[config.mk]
export PLATFORM = sky130hd
export DESIGN_NAME = multi_edge_detect
export DESIGN_NICKNAME = d
export VERILOG_FILES = /design/src/rtl/edge_detect_pkg.sv /design/src/rtl/edge_chan.sv /design/src/rtl/multi_edge_detect.sv
export SDC_FILE = /design/constraint.sdc
export NUM_CORES = 1
export LEC_CHECK = 0
export ABC_AREA = 1
export BUFFER_PORTS_ARGS = -buffer_cell sky130_fd_sc_hd__buf_4
export CELL_PAD_IN_SITES_DETAIL_PLACEMENT = 1
export CELL_PAD_IN_SITES_GLOBAL_PLACEMENT = 1
export CORE_MARGIN = 5
export CORE_UTILIZATION = 34
export CTS_CLUSTER_DIAMETER = 50
export DETAILED_ROUTE_END_ITERATION = 16
export PLACE_DENSITY_LB_ADDON = 0.12
export SLEW_MARGIN = 20
export SYNTH_ARGS = -nofsm -noshare
export SYNTH_HDL_FRONTEND = slang
export SYNTH_SLANG_ARGS = --single-unit
[constraint.sdc]
create_clock -name clk -period 0.9 [get_ports clk]
set_input_delay 0.045 -clock clk [delete_from_list [all_inputs] [get_ports clk]]
set_output_delay 0.045 -clock clk [all_outputs]
set_load 0.01 [all_outputs]
[src/rtl/edge_detect_pkg.sv]
// Shared types and helpers for the multi-channel edge detector.
// Mode encoding per channel: 00 off, 01 rise, 10 fall, 11 both.
package edge_detect_pkg;

  typedef enum logic [1:0] {
    EDGE_OFF,
    EDGE_RISE,
    EDGE_FALL,
    EDGE_BOTH
  } edge_mode_t;

  localparam int MIN_SYNC_STAGES = 2;

  // True when a transition to new_lvl is an event of interest for mode m.
  function automatic logic edge_hit(edge_mode_t m, logic new_lvl);
    logic hit;
    hit = 1'b0;
    unique case (m)
      EDGE_OFF:  hit = 1'b0;
      EDGE_RISE: hit = new_lvl;
      EDGE_FALL: hit = ~new_lvl;
      EDGE_BOTH: hit = 1'b1;
      default:   hit = 1'b0;
    endcase
    return hit;
  endfunction

endpackage

[src/rtl/edge_chan.sv]
// One edge-detector channel: synchroniser, optional debounce, level/pulse/flag.
// Debounce counter present only when EDGE_DEBOUNCE_EN is defined.
module edge_chan
  import edge_detect_pkg::*;
#(
  parameter int SYNC_STAGES = 2
`ifdef EDGE_DEBOUNCE_EN
  ,
  parameter int DEBOUNCE_CYCLES = 4
`endif
) (
  input  logic       clk,
  input  logic       reset,
  input  logic       din,
  input  logic [1:0] mode,
  input  logic       clr,
  output logic       level,
  output logic       pulse,
  output logic       flag
);

  logic [SYNC_STAGES-1:0] sync_q;
  logic                   sync_s;
  logic                   chg;
  logic                   accept;
  edge_mode_t             m;

  assign sync_s = sync_q[SYNC_STAGES-1];
  assign chg    = sync_s ^ level;
  assign m      = edge_mode_t'(mode);

  // Shift the raw input through the synchroniser chain.
  always_ff @(posedge clk or negedge reset) begin
    if (!reset) begin
      sync_q <= '0;
    end else begin
      sync_q <= {sync_q[SYNC_STAGES-2:0], din};
    end
  end

`ifdef EDGE_DEBOUNCE_EN
  localparam int CW = $clog2(DEBOUNCE_CYCLES) + 1;
  localparam logic [CW-1:0] LAST = CW'(DEBOUNCE_CYCLES - 1);

  logic [CW-1:0] cnt;

  assign accept = chg && (cnt == LAST);

  // Count consecutive cycles the synced input disagrees with level.
  always_ff @(posedge clk or negedge reset) begin
    if (!reset) begin
      cnt <= '0;
    end else if (!chg || accept) begin
      cnt <= '0;
    end else begin
      cnt <= cnt + CW'(1);
    end
  end
`else
  assign accept = chg;
`endif

  // Accept a level change, emit the event pulse, keep the sticky flag.
  always_ff @(posedge clk or negedge reset) begin
    if (!reset) begin
      level <= 1'b0;
      pulse <= 1'b0;
      flag  <= 1'b0;
    end else begin
      flag <= pulse | (flag & ~clr);
      if (accept) begin
        level <= sync_s;
        pulse <= edge_hit(m, sync_s);
      end else begin
        pulse <= 1'b0;
      end
    end
  end

endmodule

[src/rtl/multi_edge_detect.sv]
// N_CH independent edge-detect channels plus an any-event summary.
// Define EDGE_DEBOUNCE_EN to add a DEBOUNCE_CYCLES stability filter.
module multi_edge_detect
  import edge_detect_pkg::*;
#(
  parameter int N_CH            = 4,
  parameter int SYNC_STAGES     = 2,
  parameter int DEBOUNCE_CYCLES = 4
) (
  input  logic              clk,
  input  logic              reset,
  input  logic [N_CH-1:0]   din,
  input  logic [2*N_CH-1:0] mode,
  input  logic [N_CH-1:0]   clr,
  output logic [N_CH-1:0]   level,
  output logic [N_CH-1:0]   pulse,
  output logic [N_CH-1:0]   flag,
  output logic              any_evt
);

  if (N_CH < 1) begin : g_bad_nch
    $error("multi_edge_detect: N_CH must be >= 1");
  end
  if (SYNC_STAGES < MIN_SYNC_STAGES) begin : g_bad_sync
    $error("multi_edge_detect: SYNC_STAGES too small");
  end
  if (DEBOUNCE_CYCLES < 1) begin : g_bad_deb
    $error("multi_edge_detect: DEBOUNCE_CYCLES must be >= 1");
  end

  for (genvar i = 0; i < N_CH; i++) begin : g_ch
    edge_chan #(
      .SYNC_STAGES(SYNC_STAGES)
`ifdef EDGE_DEBOUNCE_EN
      ,
      .DEBOUNCE_CYCLES(DEBOUNCE_CYCLES)
`endif
    ) u_chan (
      .clk  (clk),
      .reset(reset),
      .din  (din[i]),
      .mode (mode[2*i+1:2*i]),
      .clr  (clr[i]),
      .level(level[i]),
      .pulse(pulse[i]),
      .flag (flag[i])
    );
  end

  assign any_evt = |flag;

endmodule

# Yosys cells after proc, flatten, opt, wreduce, memory -nomap -nowiden
# Index checks and enable logic that the tools add are counted.
# totals
latchBits	0
ramBits	0
in_bits	18
n_memories	0
mem_bits_ro	0
elab_cells	61
reg_bits	20
# op_classes
bitwise_logic	20
muxes	8
add_sub_neg	0
mul	0
n_eq_ne	12
n_shift	0
n_reduce_logical	5
n_div	0
magnitude_cmp	0
# ops
op	count
$eq 2x2->1 const B	8
$pmux 1 s4	4
$eq 2x1->1 const B	4
$logic_not 2->1	4
$not 1->1	8
$and 1x1->1	4
$mux 1	4
$or 1x1->1	4
$reduce_or 4->1	1
$xor 1x1->1	4

# Longest topological paths before layout
# Gate-level depths: netlist of the first run.
# depth
ltp_word	3
ltp_mapped	3
mapped_depth_nobuf	3

# By module
# Synthesis of the first run repeated with hierarchy kept, for this count alone.
# hier_totals
cells_unflattened	55
area_unflattened_um2	656.9
# modules_own_cells
mod	area_per_inst_um2	cells_per_inst	n_inst
edge_chan	161.4	13	4
multi_edge_detect	11.3	3	1

# Least setup slack after synthesis of the first run
# No wires, ideal clock.
# synth_path
path_type	flip-flop to output port
from	register g_ch[3].u_chan.flag
to	output any_evt
required_time_ps	855
path_slack_ps	282
arrival_ps	573
n_path_buf	0
path_stages_with_launch	3
path_cell_list	dfrtp_1 nor2_1 nand3_1
# synth_via
elab_chain_len	1
# synth_lines
item	line	rtl
start, declared	edge_chan.sv:19	output logic flag
start signal, assigned	edge_chan.sv:70	flag <= pulse | (flag & ~clr);
$reduce_or 4->1	multi_edge_detect.sv:50	assign any_evt = |flag;
end, declared	multi_edge_detect.sv:18	output logic any_evt
# No other way between the ends.

# Worst setup path after layout of the first run
# layout_path
from	register g_ch[2].u_chan.flag
to	output flag[2]
# layout_rtl
item	line	rtl
start, declared	edge_chan.sv:19	
start signal, assigned	edge_chan.sv:70	
end, declared	multi_edge_detect.sv:17	output logic [N_CH-1:0] flag,
# No word-level cell between the ends.

==> flow_metrics.env, run 1 <==
export IMPL_status="finished with violations"
export IMPL_violations="setup timing"
export IMPL_internal_power_mw=1.34
export IMPL_seq_power_share_pct=56.7
export IMPL_cp_arrival_ns=1.05
export IMPL_grt_usage_pct=11.5
export IMPL_drc=0
export IMPL_core_mm2=0.00215
export IMPL_timing_worst_setup_path_type="reg2out"
export IMPL_final_cell_mix="buf_4 (24), dfrtp_1 (20), dlygate4sd3_1 (17)"
export IMPL_placed_area_um2=900
export IMPL_yosysUniqueCellTypes=8
export IMPL_grt_max_degree=21
export IMPL_worst_path_max_fanout=2
export IMPL_holdCritPathClass="in2async"
export IMPL_yosys_area_top_type="dfrtp_1"
export IMPL_die_h_um=56.8
export IMPL_grtUsageMet3_pct=2.76
export IMPL_r2r_start="g_ch[2].u_chan.flag"
export IMPL_antenna_found_initial=0
export IMPL_crit_chain="buf_4 -> buf_6 -> buf_6"
export IMPL_drtAntennaViolNets=0
export IMPL_syn_area_um2=744
export IMPL_synth_seq_area_share_pct=67.2
export IMPL_grt_pass1_vias=657
export IMPL_crit_path_frequent_cell="buf_6"
export IMPL_peakVddDrop_uv=908
export IMPL_crit_slowest_cell="dfrtp_1"
export IMPL_rsz0062_at_grt="true"
export IMPL_pwr_share_clk_pct=23.1
export IMPL_io_pins=31
export IMPL_die_w_um=56.8
export IMPL_crit_required_ns=0.85
export IMPL_worst_slack_ns=-0.191
export IMPL_powerDensity_mw_per_mm2=1470
export IMPL_start_util_pct=34.7
export IMPL_maxCapViolCount=0
export IMPL_wl_per_cell_um=12.2
export IMPL_syn_to_final_growth_pct=60.3
export IMPL_io_buffers=30
export IMPL_p_sw_share_pct=23.4
export IMPL_startpoint="g_ch[2].u_chan.flag"
export IMPL_cts_path_max_buffers=2
export IMPL_place_congestion=0.645
export IMPL_critPathCaptureType="output port"
export IMPL_yosysTopAreaCellShare_pct=67.2
export IMPL_syn_area_per_cell_um2=11.3
export IMPL_grt_pass1_wl_mm=2.87
export IMPL_slew_headroom_pct=83.5
export IMPL_diodes=0
export IMPL_dr_pass1_iters=2
export IMPL_syn_inst=66
export IMPL_setup_viol=3
export IMPL_slew_viol_final=0
export IMPL_std_cell_rows=17
export IMPL_grt_busiest_layer="met2"
export IMPL_drt_initial_drc_count=5
export IMPL_cts_buffers_inserted=3
export IMPL_nFillCells=240
export IMPL_power_leakage_nw=0.625
export IMPL_postRouteWirelength_mm=1.65
export IMPL_met2_usage_pct=21.0
export IMPL_h_tree_depth=1
export IMPL_met1_usage_pct=12.0
export IMPL_viasPerCell=4.13
export IMPL_power_mw=1.75
export IMPL_cp_start_kind="flop"
export IMPL_die_area_mm2=0.00323
export IMPL_layout_commonest_cell="buf_4"
export IMPL_finClkSkew_ns=0.000938
export IMPL_nets=127
export IMPL_ff2ff_path_depth=4
export IMPL_clkLatencyLatePin_ns=0.29
export IMPL_cts_tree="built"
export IMPL_slowest_delay_ns=0.40
export IMPL_root_buffer="clkbuf_4"
export IMPL_layout_drive_gt1_share_pct=37.4
export IMPL_ys_ff_latch=20
export IMPL_finalCritPeriodShare_pct=121
export IMPL_syn_nets=84
export IMPL_final_cell_area_mm2=0.00119
export IMPL_worst_pin_slew_ns=0.248
export IMPL_clock_fmax_mhz=917
export IMPL_synthTopCellsByArea="dfrtp_1 (67%), buf_4 (12%), nand3_1 (6.1%), inv_1 (6.1%), o21bai_1 (4.0%)"
export IMPL_power_switching_mw=0.409
export IMPL_fin_crit_ns=1.09
export IMPL_dp_hpwl_mm=1.01
export IMPL_vias=558
export IMPL_combinationalPowerShare_pct=20.2
export IMPL_cts_sinks=20
export IMPL_yosys_warnings=0
export IMPL_cts_clk_slew_worst_paths_ns=0.10
export IMPL_grt_ovfl_total=0
export IMPL_finalHoldViolations=0
==> what timing repair did <==
action	CTS	global route
gates resized for setup	2	11
setup buffers	6	1
hold buffers	17	0
endpoints found under the setup margin	7	13
hold endpoints to repair	32	0
==> flip-flops by register name, summed over array words and instances, names as in the netlist <==
signal / count
g_ch.u_chan.pulse: 4
g_ch.u_chan.sync_q: 8
g_ch.u_chan.flag: 4
g_ch.u_chan.level: 4
==> power by group through the flow <==
stage          registers [mW]  logic, mW  clock network, mW
5_1_grt                  1.00      0.389              0.457
4_1_cts                 0.987      0.322              0.426
3_5_place_dp             1.01      0.225                  0
3_3_place_gp             1.00      0.219                  0
2_1_floorplan            1.00      0.131                  0
6_report                0.992      0.354              0.405
==> cell families (layout without fill, tap and decap cells) <==
| family | after synthesis | after routing | share of synthesized area (%) |
|---|---|---|---|
| buffers and inverters | 28 | 69 | 20.2 |
| AO/OA/AOI/OAI | 4 | 4 | 4.03 |
| AND/OR/NAND/NOR | 14 | 14 | 8.57 |
| flip-flops | 20 | 20 | 67.2 |
==> per-stage QoR <==
step	std cells	utilization [%]	hold slack, ns	setup TNS (ns)	setup WS, ns
2_1_floorplan	66	-	-0.251	0	0.282
3_3_place_gp	108	41.9	-0.0642	0	0.149
3_5_place_dp	108	41.9	-0.0622	0	0.118
4_1_cts	134	53.3	0.151	-0.382	-0.196
5_1_grt	135	55.6	0.185	-0.664	-0.233
6_report	135	55.6	0.150	-0.424	-0.191
==> worst max-delay path, delay by kind of cell (launching register included) <==
kind / cells / cell delay (ns)
DFF: 1 / 0.40
buffers and inverters: 3 / 0.36
==> area by class of cell <==
type / count / area [um2] / share of cell area [%]
multi-input cells: 18 / 93.8 / 7.86
well taps: 28 / 35.0 / 2.94
clock buffers: 3 / 22.5 / 1.89
flip-flops and latches: 20 / 500 / 41.9
inverters: 12 / 45.0 / 3.77
repair buffers: 54 / 497 / 41.6
==> path summary, 6_finish.rpt <==
path / to / slack, ns
min reg2reg: g_ch[3].u_chan.sync_q[1] / 0.36
max in group asynchronous: g_ch[3].u_chan.level / 0.55
max reg2reg: g_ch[2].u_chan.flag / 0.05
min: g_ch[1].u_chan.sync_q[0] / 0.15
max: flag[2] / -0.19
min in group clk: g_ch[3].u_chan.sync_q[1] / 0.36
==> routing by layer <==
metal | routed length (um) | up-vias | share of wire [%]
met5 | 0 | - | 0
met4 | 12 | 0 | 0.73
met3 | 94 | 2 | 5.7
met2 | 897 | 14 | 54
met1 | 640 | 273 | 39
li1 | - | 269 | -
==> cell usage after synthesis <==
cell type  count
buf_4         12
nand3_1        9
nand2_1        4
nor2_1         1
clkbuf_1       4
inv_1         12
o21bai_1       4
dfrtp_1       20
(Power assumes the default switching activity.)
==> run 2, diff against run 1 <==
--- a/config.mk
+++ b/config.mk
@@ -10,11 +10,13 @@
 export CELL_PAD_IN_SITES_DETAIL_PLACEMENT = 1
 export CELL_PAD_IN_SITES_GLOBAL_PLACEMENT = 1
 export CORE_MARGIN = 5
-export CORE_UTILIZATION = 34
+export CORE_UTILIZATION = 32
 export CTS_CLUSTER_DIAMETER = 50
 export DETAILED_ROUTE_END_ITERATION = 16
+export HOLD_SLACK_MARGIN = 0.12
 export PLACE_DENSITY_LB_ADDON = 0.12
 export SLEW_MARGIN = 20
 export SYNTH_ARGS = -nofsm -noshare
 export SYNTH_HDL_FRONTEND = slang
+export SYNTH_HIERARCHICAL = 1
 export SYNTH_SLANG_ARGS = --single-unit
==> run 2 against run 1 <==
Effect of this change:
- routed wire length is 8.7% higher
- die area decreased by 5.2%
- the run still ends with setup timing left
- global-route usage increased by 1.3 points
- design area increased by 2.1%
- worst setup slack better by 0.025 ns
- critical path type unchanged
- first-iteration DRC count fell by 40%
==> flow_metrics.env, run 2 <==
export IMPL_status="finished with violations"
export IMPL_violations="setup timing"
export IMPL_slew_viol_final=0
export IMPL_critPathCaptureType="output port"
export IMPL_clock_fmax_mhz=938
export IMPL_final_cell_mix="buf_4 (28), dfrtp_1 (20), dlygate4sd3_1 (17)"
export IMPL_yosys_warnings=6
export IMPL_r2r_end="g_ch[2].u_chan/flag"
export IMPL_grt_pass1_wl_mm=3.09
export IMPL_slew_headroom_pct=83.1
export IMPL_clkLatencyLatePin_ns=0.29
export IMPL_start_util_pct=33.5
export IMPL_diodes=0
export IMPL_nets=130
export IMPL_synth_seq_area_share_pct=76.2
export IMPL_crit_required_ns=0.85
export IMPL_largest_register_ffs=8
export IMPL_grt_usage_pct=12.8
export IMPL_syn_area_um2=657
export IMPL_die_w_um=55.3
export IMPL_cts_sinks=20
export IMPL_worst_pin_slew_ns=0.253
export IMPL_yosysMostFrequentCell="dfrtp_1"
export IMPL_synthArstFlopShare_pct=100
export IMPL_cp_start_kind="flop"
export IMPL_root_buffer="clkbuf_4"
export IMPL_holdCritPathClass="in2async"
export IMPL_wl_per_cell_um=13.0
export IMPL_grt_pass1_vias=689
export IMPL_largest_register="g_ch.u_chan/sync_q"
export IMPL_viasPerCell=4.09
export IMPL_dp_hpwl_mm=1.02
export IMPL_finalSetupTns_ns=-0.617
export IMPL_peakVddDrop_uv=1060
export IMPL_core_mm2=0.00196
export IMPL_layout_commonest_cell="buf_4"
export IMPL_fin_crit_ns=1.07
export IMPL_postRouteWirelength_mm=1.79
export IMPL_place_congestion=0.700
export IMPL_grt_max_degree=21
export IMPL_cts_path_max_buffers=2
export IMPL_yosysUniqueCellTypes=7
export IMPL_slowest_delay_ns=0.40
export IMPL_synth_commonest_cells="dfrtp_1 (20), inv_1 (12), nand3_1 (8), nand2_1 (5)"
export IMPL_power_leakage_nw=0.642
export IMPL_finalHoldViolations=0
export IMPL_ff2ff_path_depth=2
export IMPL_syn_nets=73
export IMPL_layout_drive_gt1_share_pct=39.6
export IMPL_timing_worst_setup_path_type="reg2out"
export IMPL_drt_initial_drc_count=3
export IMPL_placed_area_um2=901
export IMPL_maxCapViolCount=0
export IMPL_drc=0
export IMPL_r2r_start="g_ch[2].u_chan/pulse"
export IMPL_dr_pass1_iters=3
export IMPL_synth_edf_count=0
export IMPL_rsz0062_at_grt="true"
export IMPL_ys_ff_latch=20
export IMPL_drtAntennaViolNets=0
export IMPL_syn_area_per_cell_um2=11.9
export IMPL_cp_arrival_ns=1.02
export IMPL_yosys_area_top_type="dfrtp_1"
export IMPL_finalCritPeriodShare_pct=118
export IMPL_fin_util_pct=62.1
export IMPL_worst_path_max_fanout=2
export IMPL_setup_viol=5
export IMPL_antenna_found_initial=0
export IMPL_syn_inst=55
export IMPL_cts_tree="built"
export IMPL_finClkSkew_ns=0.00249
export IMPL_grt_ovfl_total=0
export IMPL_crit_chain="nor2_1 -> nand2_1 -> buf_6"
export IMPL_rrSetupSlack_ns=0.11
export IMPL_final_cell_area_mm2=0.00122
export IMPL_cts_buffers_inserted=3
export IMPL_io_buffers=30
export IMPL_die_area_mm2=0.00306
export IMPL_synthTopCellsByArea="dfrtp_1 (76%), inv_1 (6.9%), nand3_1 (6.1%), o21bai_1 (4.6%), nand2_1 (2.9%)"
export IMPL_syn_to_final_growth_pct=85.5
export IMPL_io_pins=31
export IMPL_die_h_um=55.3
export IMPL_h_tree_depth=1
export IMPL_worst_slack_ns=-0.166
export IMPL_cts_clk_slew_worst_paths_ns=0.11
export IMPL_synth_ff_type="dfrtp_1"
export IMPL_crit_slowest_cell="dfrtp_1"
export IMPL_powerDensity_mw_per_mm2=1540
export IMPL_std_cell_rows=16
export IMPL_yosysTopAreaCellShare_pct=76.2
export IMPL_vias=564
## run 2: cell types whose count changed in the layout (fill, tap and decap cells not counted), sizes merged
cell    previous run  this run
buf               37        39
clkbuf             3         4
nand2              4         5
nand3              9         8
nor2               1         2
## run 2: layer usage
metal	share of wire, %	vias to the layer above	global-route usage (%)
met5	0	-	0
met4	0	0	6.25
met3	3.1	0	2.80
met2	56	16	22.6
met1	41	271	14.3
li1	-	277	-
## run 2: report_power, final
part           switching [mW]  internal (mW)  leakage [nW]
Clock                   0.269          0.246        0.0210
Sequential             0.0384          0.957         0.241
Combinational           0.132          0.234         0.380
## run 2: logic make-up (layout without fill, tap and decap cells)
logic type / after synthesis / in the layout / synth area share, %
AND/OR/NAND/NOR: 15 / 15 / 10.1
flip-flops: 20 / 20 / 76.2
AO/OA/AOI/OAI: 4 / 4 / 4.57
buffers and inverters: 16 / 72 / 9.14
## run 2: layout make-up
| class | count | area (um2) |
|---|---|---|
| multi-input cells | 19 | 98.8 |
| repair buffers | 56 | 504 |
| fillers | 226 | 743 |
| clock buffers | 4 | 36.3 |
| flip-flops and latches | 20 | 500 |
| well taps | 27 | 33.8 |
| inverters | 12 | 45.0 |
## run 2: what timing repair did
action,in CTS,in global routing
setup endpoints to repair,9,13
hold buffers,17,0
endpoints found under the hold margin,32,0
setup buffers,8,1
resized for setup,4,8
pin swaps,1,1
## run 2: worst max-delay path, delay by kind of cell, from the launching register on
| kind | cells | cell delay (ns) |
|---|---|---|
| buffers and inverters | 1 | 0.12 |
| and+or+nand+nor | 2 | 0.21 |
| DFF | 1 | 0.40 |
## run 2: stage by stage
stage	hold slack, ns	total power, mW	cells	worst slack, ns
final	0.149	1.88	138	-0.166
after global routing	0.161	1.99	138	-0.263
after CTS	0.145	1.87	137	-0.139
after detailed placement	-0.0601	1.24	108	0.184
after global placement	-0.0647	1.23	108	0.194
after floorplan	-0.251	1.08	55	0.238
## run 2: worst max path at each step
stage,endpoint,from,cells past startpoint,slack [ns]
2_1_floorplan,g_ch[0].u_chan/flag,g_ch[0].u_chan/pulse,1,0.24
3_3_place_gp,any_evt,g_ch[1].u_chan/flag,3,0.19
3_5_place_dp,any_evt,g_ch[1].u_chan/flag,3,0.18
4_1_cts,any_evt,g_ch[2].u_chan/flag,3,-0.14
5_1_grt,any_evt,g_ch[1].u_chan/flag,3,-0.26
6_report,any_evt,g_ch[1].u_chan/flag,3,-0.17
==> run 3, diff against run 2 <==
--- a/config.mk
+++ b/config.mk
@@ -15,7 +15,7 @@
 export DETAILED_ROUTE_END_ITERATION = 16
 export HOLD_SLACK_MARGIN = 0.12
 export PLACE_DENSITY_LB_ADDON = 0.12
-export SLEW_MARGIN = 20
+export REMOVE_ABC_BUFFERS = 1
 export SYNTH_ARGS = -nofsm -noshare
 export SYNTH_HDL_FRONTEND = slang
 export SYNTH_HIERARCHICAL = 1
==> run 3 against run 2 <==
Effect of this change:
- the run still ends with setup timing left
- combinational power decreased by 5%
- cell count decreased by 0.72%
- global-route usage decreased by 0.50 points
==> flow_metrics.env, run 3 (synthesis results as in run 2) <==
export IMPL_clkLatencyLatePin_ns=0.29
export IMPL_seq_power_share_pct=53.4
export IMPL_endpoint="any_evt"
export IMPL_vias=563
export IMPL_cts_tree="built"
export IMPL_grt_busiest_layer="met2"
export IMPL_die_area_mm2=0.00306
export IMPL_slew_viol_final=0
export IMPL_placed_area_um2=901
export IMPL_fin_crit_ns=1.02
export IMPL_place_congestion=0.665
export IMPL_finClkSkew_ns=0.00354
export IMPL_final_cell_mix="buf_4 (28), dfrtp_1 (20), dlygate4sd3_1 (17)"
export IMPL_drt_initial_drc_count=3
export IMPL_clock_fmax_mhz=977
export IMPL_grt_usage_pct=12.3
export IMPL_path_depth=3
export IMPL_die_h_um=55.3
export IMPL_crit_required_ns=0.85
export IMPL_cp_arrival_ns=0.98
export IMPL_largest_register_ffs=8
export IMPL_p_sw_share_pct=23.3
export IMPL_crit_buf_inv=1
export IMPL_io_buffers=30
export IMPL_std_cell_rows=16
export IMPL_root_buffer="clkbuf_4"
export IMPL_nFillCells=213
export IMPL_rrSetupSlack_ns=0.10
export IMPL_postRouteWirelength_mm=1.82
export IMPL_antenna_found_initial=0
export IMPL_core_mm2=0.00196
export IMPL_viasPerCell=4.11
export IMPL_start_util_pct=33.5
export IMPL_worst_slack_ns=-0.124
export IMPL_peakVddDrop_uv=1030
export IMPL_power_switching_mw=0.434
export IMPL_r2r_end="g_ch[0].u_chan/pulse"
export IMPL_powerDensity_mw_per_mm2=1540
export IMPL_cts_clk_slew_worst_paths_ns=0.11
export IMPL_violations="setup timing"
export IMPL_nets=129
export IMPL_crit_chain="nor2_1 -> nand2_1 -> buf_6"
export IMPL_cts_sinks=20
export IMPL_startpoint="g_ch[0].u_chan/flag"
export IMPL_internal_power_mw=1.43
export IMPL_grtUsageMet3_pct=3.73
export IMPL_grt_ovfl_total=0
export IMPL_grt_max_degree=21
export IMPL_combinationalPowerShare_pct=18.8
export IMPL_h_tree_depth=1
export IMPL_maxCapViolCount=0
export IMPL_slew_headroom_pct=83.4
export IMPL_grt_pass1_wl_mm=2.99
export IMPL_setup_viol=4
export IMPL_critPathTopFamily="flip-flops"
export IMPL_met1_usage_pct=13.4
export IMPL_r2r_start="g_ch[0].u_chan/level"
export IMPL_drtAntennaViolNets=0
export IMPL_pwr_share_clk_pct=27.8
export IMPL_cp_start_kind="flop"
export IMPL_met2_usage_pct=22.8
export IMPL_dr_pass1_iters=2
export IMPL_cts_path_max_buffers=2
export IMPL_finalHoldViolations=0
export IMPL_largest_register="g_ch.u_chan/sync_q"
export IMPL_dp_hpwl_mm=1.08
export IMPL_critPathCaptureType="output port"
export IMPL_status="finished with violations"
export IMPL_power_leakage_nw=0.636
export IMPL_final_cell_area_mm2=0.00120
export IMPL_rsz0062_at_grt="true"
export IMPL_wl_per_cell_um=13.3
export IMPL_worst_pin_slew_ns=0.249
export IMPL_finalSetupTns_ns=-0.432
export IMPL_slowest_delay_ns=0.40
export IMPL_timing_worst_setup_path_type="reg2out"
export IMPL_holdCritPathClass="in2async"
export IMPL_drc=0
export IMPL_diodes=0
export IMPL_syn_to_final_growth_pct=83.4
export IMPL_cts_buffers_inserted=3
export IMPL_die_w_um=55.3
export IMPL_grt_pass1_vias=646
export IMPL_crit_slowest_cell="dfrtp_1"
export IMPL_worst_path_max_fanout=2
export IMPL_finalCritPeriodShare_pct=114
export IMPL_layout_drive_gt1_share_pct=38.2
export IMPL_layout_commonest_cell="buf_4"
export IMPL_ff2ff_path_depth=4
export IMPL_io_pins=31
==> run 3: worst min path at each step <==
stage	start	end	slack (ns)
floorplan	reset	g_ch[0].u_chan/flag	-0.25
global placement	reset	g_ch[1].u_chan/pulse	-0.06
detailed placement	reset	g_ch[1].u_chan/level	-0.06
CTS	reset	g_ch[1].u_chan/pulse	0.16
global route	reset	g_ch[1].u_chan/level	0.16
finish	reset	g_ch[1].u_chan/pulse	0.15
==> run 3: power by group through the flow <==
stage | Clock (mW) | Combinational (mW) | Sequential, mW
after detailed placement | 0 | 0.224 | 1.01
after global placement | 0 | 0.220 | 1.01
after global routing | 0.581 | 0.381 | 1.00
after floorplan | 0 | 0.0453 | 1.03
after CTS | 0.536 | 0.328 | 0.992
final | 0.517 | 0.349 | 0.994
==> run 3: layout make-up <==
class	count	area, um2	share of cell area (%)
Clock buffer	4	36.3	3.01
Sequential cell	20	500	41.5
Tap cell	27	33.8	2.80
Timing Repair Buffer	55	493	40.9
Multi-Input combinational cell	19	96.3	8.00
Inverter	12	45.0	3.74
==> run 3: repair_timing <==
item,4_1_cts,5_1_grt
setup endpoints to repair,10,13
endpoints found under the hold margin,32,0
setup buffers,6,2
hold buffers,17,0
gates resized for setup,3,7
pin swaps,1,0
==> run 3: metrics by stage <==
| stage | std cells | util [%] | power, mW | setup WS, ns | hold WS, ns |
|---|---|---|---|---|---|
| final | 137 | 61.4 | 1.86 | -0.124 | 0.148 |
| after global routing | 137 | 61.4 | 1.96 | -0.211 | 0.159 |
| after CTS | 135 | 59.3 | 1.86 | -0.144 | 0.157 |
| after detailed placement | 108 | 45.9 | 1.24 | 0.180 | -0.0629 |
| after global placement | 108 | 45.9 | 1.23 | 0.188 | -0.0634 |
| after floorplan | 51 | - | 1.07 | 0.238 | -0.251 |
==> run 3: layer usage <==
layer	up-vias	routed length, um
li1	273	-
met1	274	711
met2	16	1040
met3	0	77
met4	0	0
met5	-	0
